--- src/rtl/pool_window_feeder.sv ---
// pool_window_feeder
//   Streaming 2x2 window assembler for the max-pool comparator. Pixels come in
//   row-major, one per handshake. Even rows are parked in a line buffer. On odd
//   rows, each odd-column pixel completes a non-overlapping 2x2 window. That
//   window is loaded into a single-entry valid/ready output register.
//
//   Ports
//     clk, rst_n        clock, asynchronous active-low reset
//     in_valid/ready    pixel handshake; in_data is 8-bit sign-magnitude
//     win_valid/ready   window handshake
//     win_data          {bottom-right, bottom-left, top-right, top-left}
//     win_last          final window of the frame
//
//   Build option
//     POOL_FEED_NEGZERO_SQUASH_EN : when defined, an accepted 8'h80 (negative
//     zero) is replaced by 8'h00 before it is stored or packed.
module pool_window_feeder #(
    parameter int IMG_W = 28,
    parameter int IMG_H = 28
) (
    input  logic        clk,
    input  logic        rst_n,
    input  logic        in_valid,
    output logic        in_ready,
    input  logic [7:0]  in_data,
    output logic        win_valid,
    input  logic        win_ready,
    output logic [31:0] win_data,
    output logic        win_last
);

    localparam int CW = (IMG_W > 1) ? $clog2(IMG_W) : 1;
    localparam int RW = (IMG_H > 1) ? $clog2(IMG_H) : 1;
    localparam logic [CW-1:0] COL_MAX = CW'(IMG_W - 1);
    localparam logic [RW-1:0] ROW_MAX = RW'(IMG_H - 1);

    typedef enum logic {FILL_EVEN, PAIR_ODD} state_e;

    state_e          state_q, state_d;
    logic [CW-1:0]   col_q, col_d;
    logic [RW-1:0]   row_q, row_d;
    logic [7:0]      left_q, left_d;
    logic [31:0]     win_data_q, win_data_d;
    logic            win_valid_q, win_valid_d;
    logic            win_last_q, win_last_d;
    logic [7:0]      linebuf_q [IMG_W];

    logic [7:0]      px;
    logic            col_wrap, row_wrap, lb_we;
    logic [7:0]      top_l, top_r;

`ifdef POOL_FEED_NEGZERO_SQUASH_EN
    assign px = (in_data == 8'h80) ? 8'h00 : in_data;
`else
    assign px = in_data;
`endif

    assign col_wrap = (col_q == COL_MAX);
    assign row_wrap = (row_q == ROW_MAX);

    // Windows only complete at odd columns. The top-left column is therefore
    // the current column with its LSB cleared.
    assign top_r = linebuf_q[col_q];
    assign top_l = linebuf_q[col_q & ~CW'(1)];

    always_comb begin
        state_d     = state_q;
        col_d       = col_q;
        row_d       = row_q;
        left_d      = left_q;
        win_data_d  = win_data_q;
        win_valid_d = win_valid_q;
        win_last_d  = win_last_q;
        lb_we       = 1'b0;

        // Only a window-completing pixel has to wait for the output slot.
        // Every other pixel flows regardless of backpressure.
        in_ready = !(state_q == PAIR_ODD && col_q[0] && win_valid_q && !win_ready);

        if (win_valid_q && win_ready) begin
            win_valid_d = 1'b0;
            win_last_d  = 1'b0;
        end

        if (in_valid && in_ready) begin
            col_d = col_wrap ? '0 : col_q + CW'(1);
            if (col_wrap)
                row_d = row_wrap ? '0 : row_q + RW'(1);

            case (state_q)
                FILL_EVEN: begin
                    lb_we = 1'b1;
                    if (col_wrap) state_d = PAIR_ODD;
                end
                PAIR_ODD: begin
                    if (!col_q[0]) begin
                        left_d = px;
                    end else begin
                        // A new load overrides a same-cycle output accept.
                        win_data_d  = {px, left_q, top_r, top_l};
                        win_valid_d = 1'b1;
                        win_last_d  = row_wrap && col_wrap;
                    end
                    if (col_wrap) state_d = FILL_EVEN;
                end
                default: state_d = FILL_EVEN;
            endcase
        end
    end

    always_ff @(posedge clk or negedge rst_n) begin
        if (!rst_n) begin
            state_q     <= FILL_EVEN;
            col_q       <= '0;
            row_q       <= '0;
            left_q      <= '0;
            win_data_q  <= '0;
            win_valid_q <= 1'b0;
            win_last_q  <= 1'b0;
        end else begin
            state_q     <= state_d;
            col_q       <= col_d;
            row_q       <= row_d;
            left_q      <= left_d;
            win_data_q  <= win_data_d;
            win_valid_q <= win_valid_d;
            win_last_q  <= win_last_d;
        end
    end

    // The line buffer content is don't-care after reset. Each even row
    // rewrites it before any odd-row read.
    always_ff @(posedge clk) begin
        if (lb_we) linebuf_q[col_q] <= px;
    end

    assign win_valid = win_valid_q;
    assign win_data  = win_data_q;
    assign win_last  = win_last_q;

endmodule

--- config.mk ---
export PLATFORM = sky130hd
export DESIGN_NAME = pool_window_feeder
export DESIGN_NICKNAME = d
export VERILOG_FILES = /design/src/rtl/pool_window_feeder.sv
export SDC_FILE = /design/constraint.sdc
export NUM_CORES = 1
export LEC_CHECK = 0
export CAP_MARGIN = 20
export CORE_ASPECT_RATIO = 0.75
export CORE_UTILIZATION = 41
export CTS_BUF_LIST = sky130_fd_sc_hd__clkbuf_8
export DETAILED_ROUTE_END_ITERATION = 10
export HOLD_SLACK_MARGIN = 0.12
export SKIP_CTS_REPAIR_TIMING = 1
export SYNTH_ARGS = -nofsm -noshare
export SYNTH_HDL_FRONTEND = slang
export SYNTH_SLANG_ARGS = --single-unit
--- constraint.sdc ---
create_clock -name clk -period 3.6 [get_ports clk]
set_clock_uncertainty 0.15 [all_clocks]
set_input_delay 0.9 -clock clk [delete_from_list [all_inputs] [get_ports clk]]
set_output_delay 0.9 -clock clk [all_outputs]
set_load 0.01 [all_outputs]
Word level (Yosys, flattened, before mapping)
Memories as Yosys holds them, arrays and structs flattened. A register that Yosys moved wholly into a read port is not among the register bits. Index checks and enable logic that the tools add are counted.

Add/subtract/negate cells: 2. Equality and inequality tests: 2. Muxes and demuxes: 17. Bitwise logic cells: 2. Reductions and logical operators: 13.

Operators by type and width (count): $mux 1 (14); $add 5x1->5 const B (2); $eq 5x5->1 const B (2); $mux 5 (2); $logic_and 1x1->1 (6); $reduce_and 3->1 (2); $logic_not 1->1 (4); $not 1->1 (2); $pmux 1 s2 (1); $reduce_and 2->1 (1).

Register bits: 53. Memory bits (writable): 224. Output and inout bits: 35. Logic and storage cells: 44. Memories kept: 1.

Memory list: linebuf_q (depth 28, width 8, rd ports 2, clocked after Yosys merged registers in 2, write ports 1, line 46) `logic [7:0] linebuf_q [IMG_W];`.

Longest topological paths before layout
Word-level depth: 8. Depth in mapped cells: 9.

Least setup slack after synthesis
OpenSTA, ideal clock, no wires.

Path type: input to register. Start point: input port in_valid. End point: memory linebuf_q[19][0] (enable). Library setup time: 370 ps. Arrival time: 1856 ps. Data required time: 3080 ps. Slack: 1223 ps. Cell stages on the path: 4. Cell sequence: inv_1 or3_1 clkbuf_1 nor2_1.

Word-level cells in the longest chain between the ends: 4.

RTL lines: start, declared (line 23) `input logic in_valid,`; $logic_and 1x1->1 (line 85) `if (in_valid && in_ready) begin`; $mux 1 (line 85); $mux 1 (line 134) `if (lb_we) linebuf_q[col_q] <= px;`; $mux 1 (not written as such) (line 134); end, declared (line 46).

Every way passes these cells.

Final worst setup path
Start point: input port win_ready. End point: output port in_ready.

Word-level cells in the longest chain between the ends: 3.

RTL lines: start, declared (line 27) `input logic win_ready,`; $logic_not 1->1 (line 78) `in_ready = !(state_q == PAIR_ODD && col_q[0] && win_valid_q && !win_ready);`; $logic_and 1x1->1 (line 78); $logic_not 1->1 (line 78); end, declared (line 24) `output logic in_ready,`.

Every way passes these cells.

==> metrics.md <==
| Metric | Value |
|---|---|
| Clk root buf | clkbuf_8 |
| Final hold viol count | 0 |
| Post-route cell area | 13200 um2 |
| Initial antenna violation count | 0 |
| Max Root-Sink Buffers | 3 |
| Min cycle time layout | 3.16 ns |
| Setup CP Type | input pin to output port |
| Library cells used by synthesis | 54 |
| Clock latency on the worst-skew pair | 0.55 ns |
| Core ar. | between 20000 and 30000 um2 |
| Top post-synthesis cells by area | edfxtp_1, dfrtp_1, mux4_2 |
| Max VDD drop | about 400 uV |
| Initial core utilization | 0.419 |
| Leakage power | approximately 4.7 nW |
| Grt met2 use | 0.308 |
| DR DRC count | 0 |
| Fraction of registers with async set or reset after synthesis | 0.191 |
| CTS Sinks | roughly 280 |
| Worst-margin pin slew | 1.07 ns |
| Synth cell count leaders | edfxtp_1, nand2_1, dfrtp_1 |
| N_diodes | 0 |
| Critical path data arrival time | between 2 and 2.5 ns |
| Worst-path clk slew | 0.07 ns |
| Layout cells sized above 1 | 0.212 |
| Setup crit start | win_ready |
| GRT met3 Usage | 0.0445 |
| Setup crit end kind | output port |
| Final setup viols | 0 |
| Warnings from Yosys | 0 |
| Placed cells | 1100 |
| Mapped Nets | roughly 700 |
| CTS tree | yes |
| HPWL Detailed | 18900 um |
| Sequential element share of the synthesized area | 0.711 |
| Vias in the first global route | about 6700 |
| Gr usage total | 0.203 |
| Final worst-path setup slack | 0.436 ns |
| Count leader, synth | edfxtp_1 |
| DP Worst Slack | between 0.4 and 0.5 ns |
| Most used DFF post-synth | edfxtp_1 |
| Synthesis-to-finish area growth | 16.9% |
| Io pins | 47 |
| Psw | 3.12 mW |
| Crit Path Max Fanout | 4 |
| Req. time, crit path | 2.55 ns |
| Port bufs | between 40 and 50 |
| Synth Register Bits | between 200 and 300 |
| F_max | around 0.32 GHz |
| 1st-pass router iterations | 5 |
| Die X | about 190 um |
| Antenna Nets Post-Route | 0 |
| Synthesized cell area | about 11000 um2 |
| Post-synth top area share | 0.594 |
| Largest area contributor in the netlist | edfxtp_1 |
| Max Cap Violations | 0 |
| Power per cell area | around 730 nW/um2 |
| Final period utilization | 0.879 |
| Internal power | around 6.5 mW |
| Placer Congestion | 0.880 |
| Clk pwr share | 0.255 |
| Logic pwr share | 0.310 |
| Core Rows | 52 |
| First-pass GRT wire length | 42200 um |
| GRT Max-Usage Layer | met2 |
| TritonCTS buffer count | between 40 and 50 |
| EDFF count, synth | roughly 220 |
| Largest net degree at the start of global routing | 32 |
| GR Util met1 | 0.300 |
| Flop pwr share | 0.435 |
| Wire per inst | around 24 um |
| Worst slew margin | 0.287 |
| Post-Syn Instances | between 600 and 700 |
| Vias | ~6600 |
| Nets | 811 |
| Die H | 146 um |
| Htree depth | 2 |
| R2r startpoint | col_q[1]$_DFFE_PN0N_ |
| Sw Ratio | 0.325 |
| Initial DRC count | 630 |
| Startpoint types | input pin |
| Filler cells | roughly 2300 |
| Tightest Hold Check Type | input pin to asynchronous set/reset pin |
| Final hold slack | about 0.24 ns |
| Fin cells | ~1200 |
| DRT Wirelength | between 20000 and 30000 um |
| Drt via density | roughly 5.6 |
| Status | complete, no violations |
| Cell Area, Placed | 12500 um2 |
| Setup TNS | 0 ns |
| Die area | 28300 um2 |
| Remaining Overflow, GRT | 0 |
| Unrepaired setup endpoints after global routing | false |
| Syn Area/Cell | about 17 um2 |
| Fin. max-slew vios | 0 |
## per-layer routing
metal  up-vias  part of all wire
li1       2873                 -
met1      3441              0.46
met2       261              0.45
met3        34             0.075
met4         0             0.012
met5         -                 0
## power by group through the flow
stage	Clock, mW	Combinational [mW]	Sequential, mW
3_5_place_dp	0	2.97	4.25
6_report	2.45	2.97	4.18
4_1_cts	2.50	2.98	4.19
2_1_floorplan	0	1.93	4.11
3_3_place_gp	0	2.94	4.23
5_1_grt	2.63	3.18	4.23
## sequential cells by signal, indices dropped and copies added, names as in the netlist
signal and count:
win_valid 1, left_q 8, linebuf_q 224, col_q 5
row_q 5, win_data 32, win_last 1, state_q 1
## path summary, 6_finish.rpt
kind,end,slack (ns),depth (start not counted)
hold / removal,win_last$_DFF_PN0_,0.24,1
max in group asynchronous,win_data[14]$_DFFE_PN0P_,2.31,2
setup reg to reg,win_data[7]$_DFFE_PN0P_,0.92,5
hold reg to reg,win_data[16]$_DFFE_PN0P_,0.31,2
setup / recovery,in_ready,0.44,3
min in group clk,win_data[16]$_DFFE_PN0P_,0.31,2
## cell families after synthesis
| kind of cell | Yosys count | share of synthesized area |
|---|---|---|
| buffers and inverters | 43 | 0.0227 |
| and+or+nand+nor | 156 | 0.0609 |
| muxes | 107 | 0.144 |
| adders and majority gates | 5 | 0.00552 |
| AOI/OAI and AO/OA | 90 | 0.0537 |
| xor gates and xnor gates | 3 | 0.00232 |
| DFF | 277 | 0.711 |
## cell usage in the layout (no fill, tap or decap), drive strengths merged, types with 3 or more instances in the layout
cell type / instances
a21oi: 16
o22ai: 20
clkinv: 16
a21o: 4
mux2: 11
edfxtp: 224
nor2b: 4
mux2i: 52
inv: 18
clkdlybuf4s50: 45
ha: 5
nor2: 49
nand2b: 3
a211o: 3
o22a: 5
nor3: 4
a221oi: 3
dfrtp: 53
and2: 5
clkbuf: 47
a31oi: 4
nand2: 72
o21ai: 16
nand3: 4
mux4: 44
buf: 60
o21a: 4
o221ai: 3
and3: 3
## area by class of cell
type | count | area (um2) | area share
Clock inverter | 30 | 146 | 0.0111
Tap cell | 351 | 439 | 0.0332
Multi-Input combinational cell | 361 | 3020 | 0.228
Timing Repair Buffer | 105 | 911 | 0.0688
Inverter | 6 | 22.5 | 0.00170
Clock buffer | 47 | 647 | 0.0488
Sequential cell | 277 | 8060 | 0.608
## critical path, cell delays in order
cell	delay, ns
clkdlybuf4s50_1	0.49
nand4b_1	0.17
clkdlybuf4s50_1	0.56
## through the flow
| stage | util | power (mW) |
|---|---|---|
| after detailed placement | 0.460 | 7.22 |
| after global routing | 0.489 | 10.0 |
| after CTS | 0.489 | 9.67 |
| after floorplan | - | 6.05 |
| final | 0.489 | 9.61 |
| after global placement | 0.460 | 7.18 |
(Power assumes the default switching activity.)
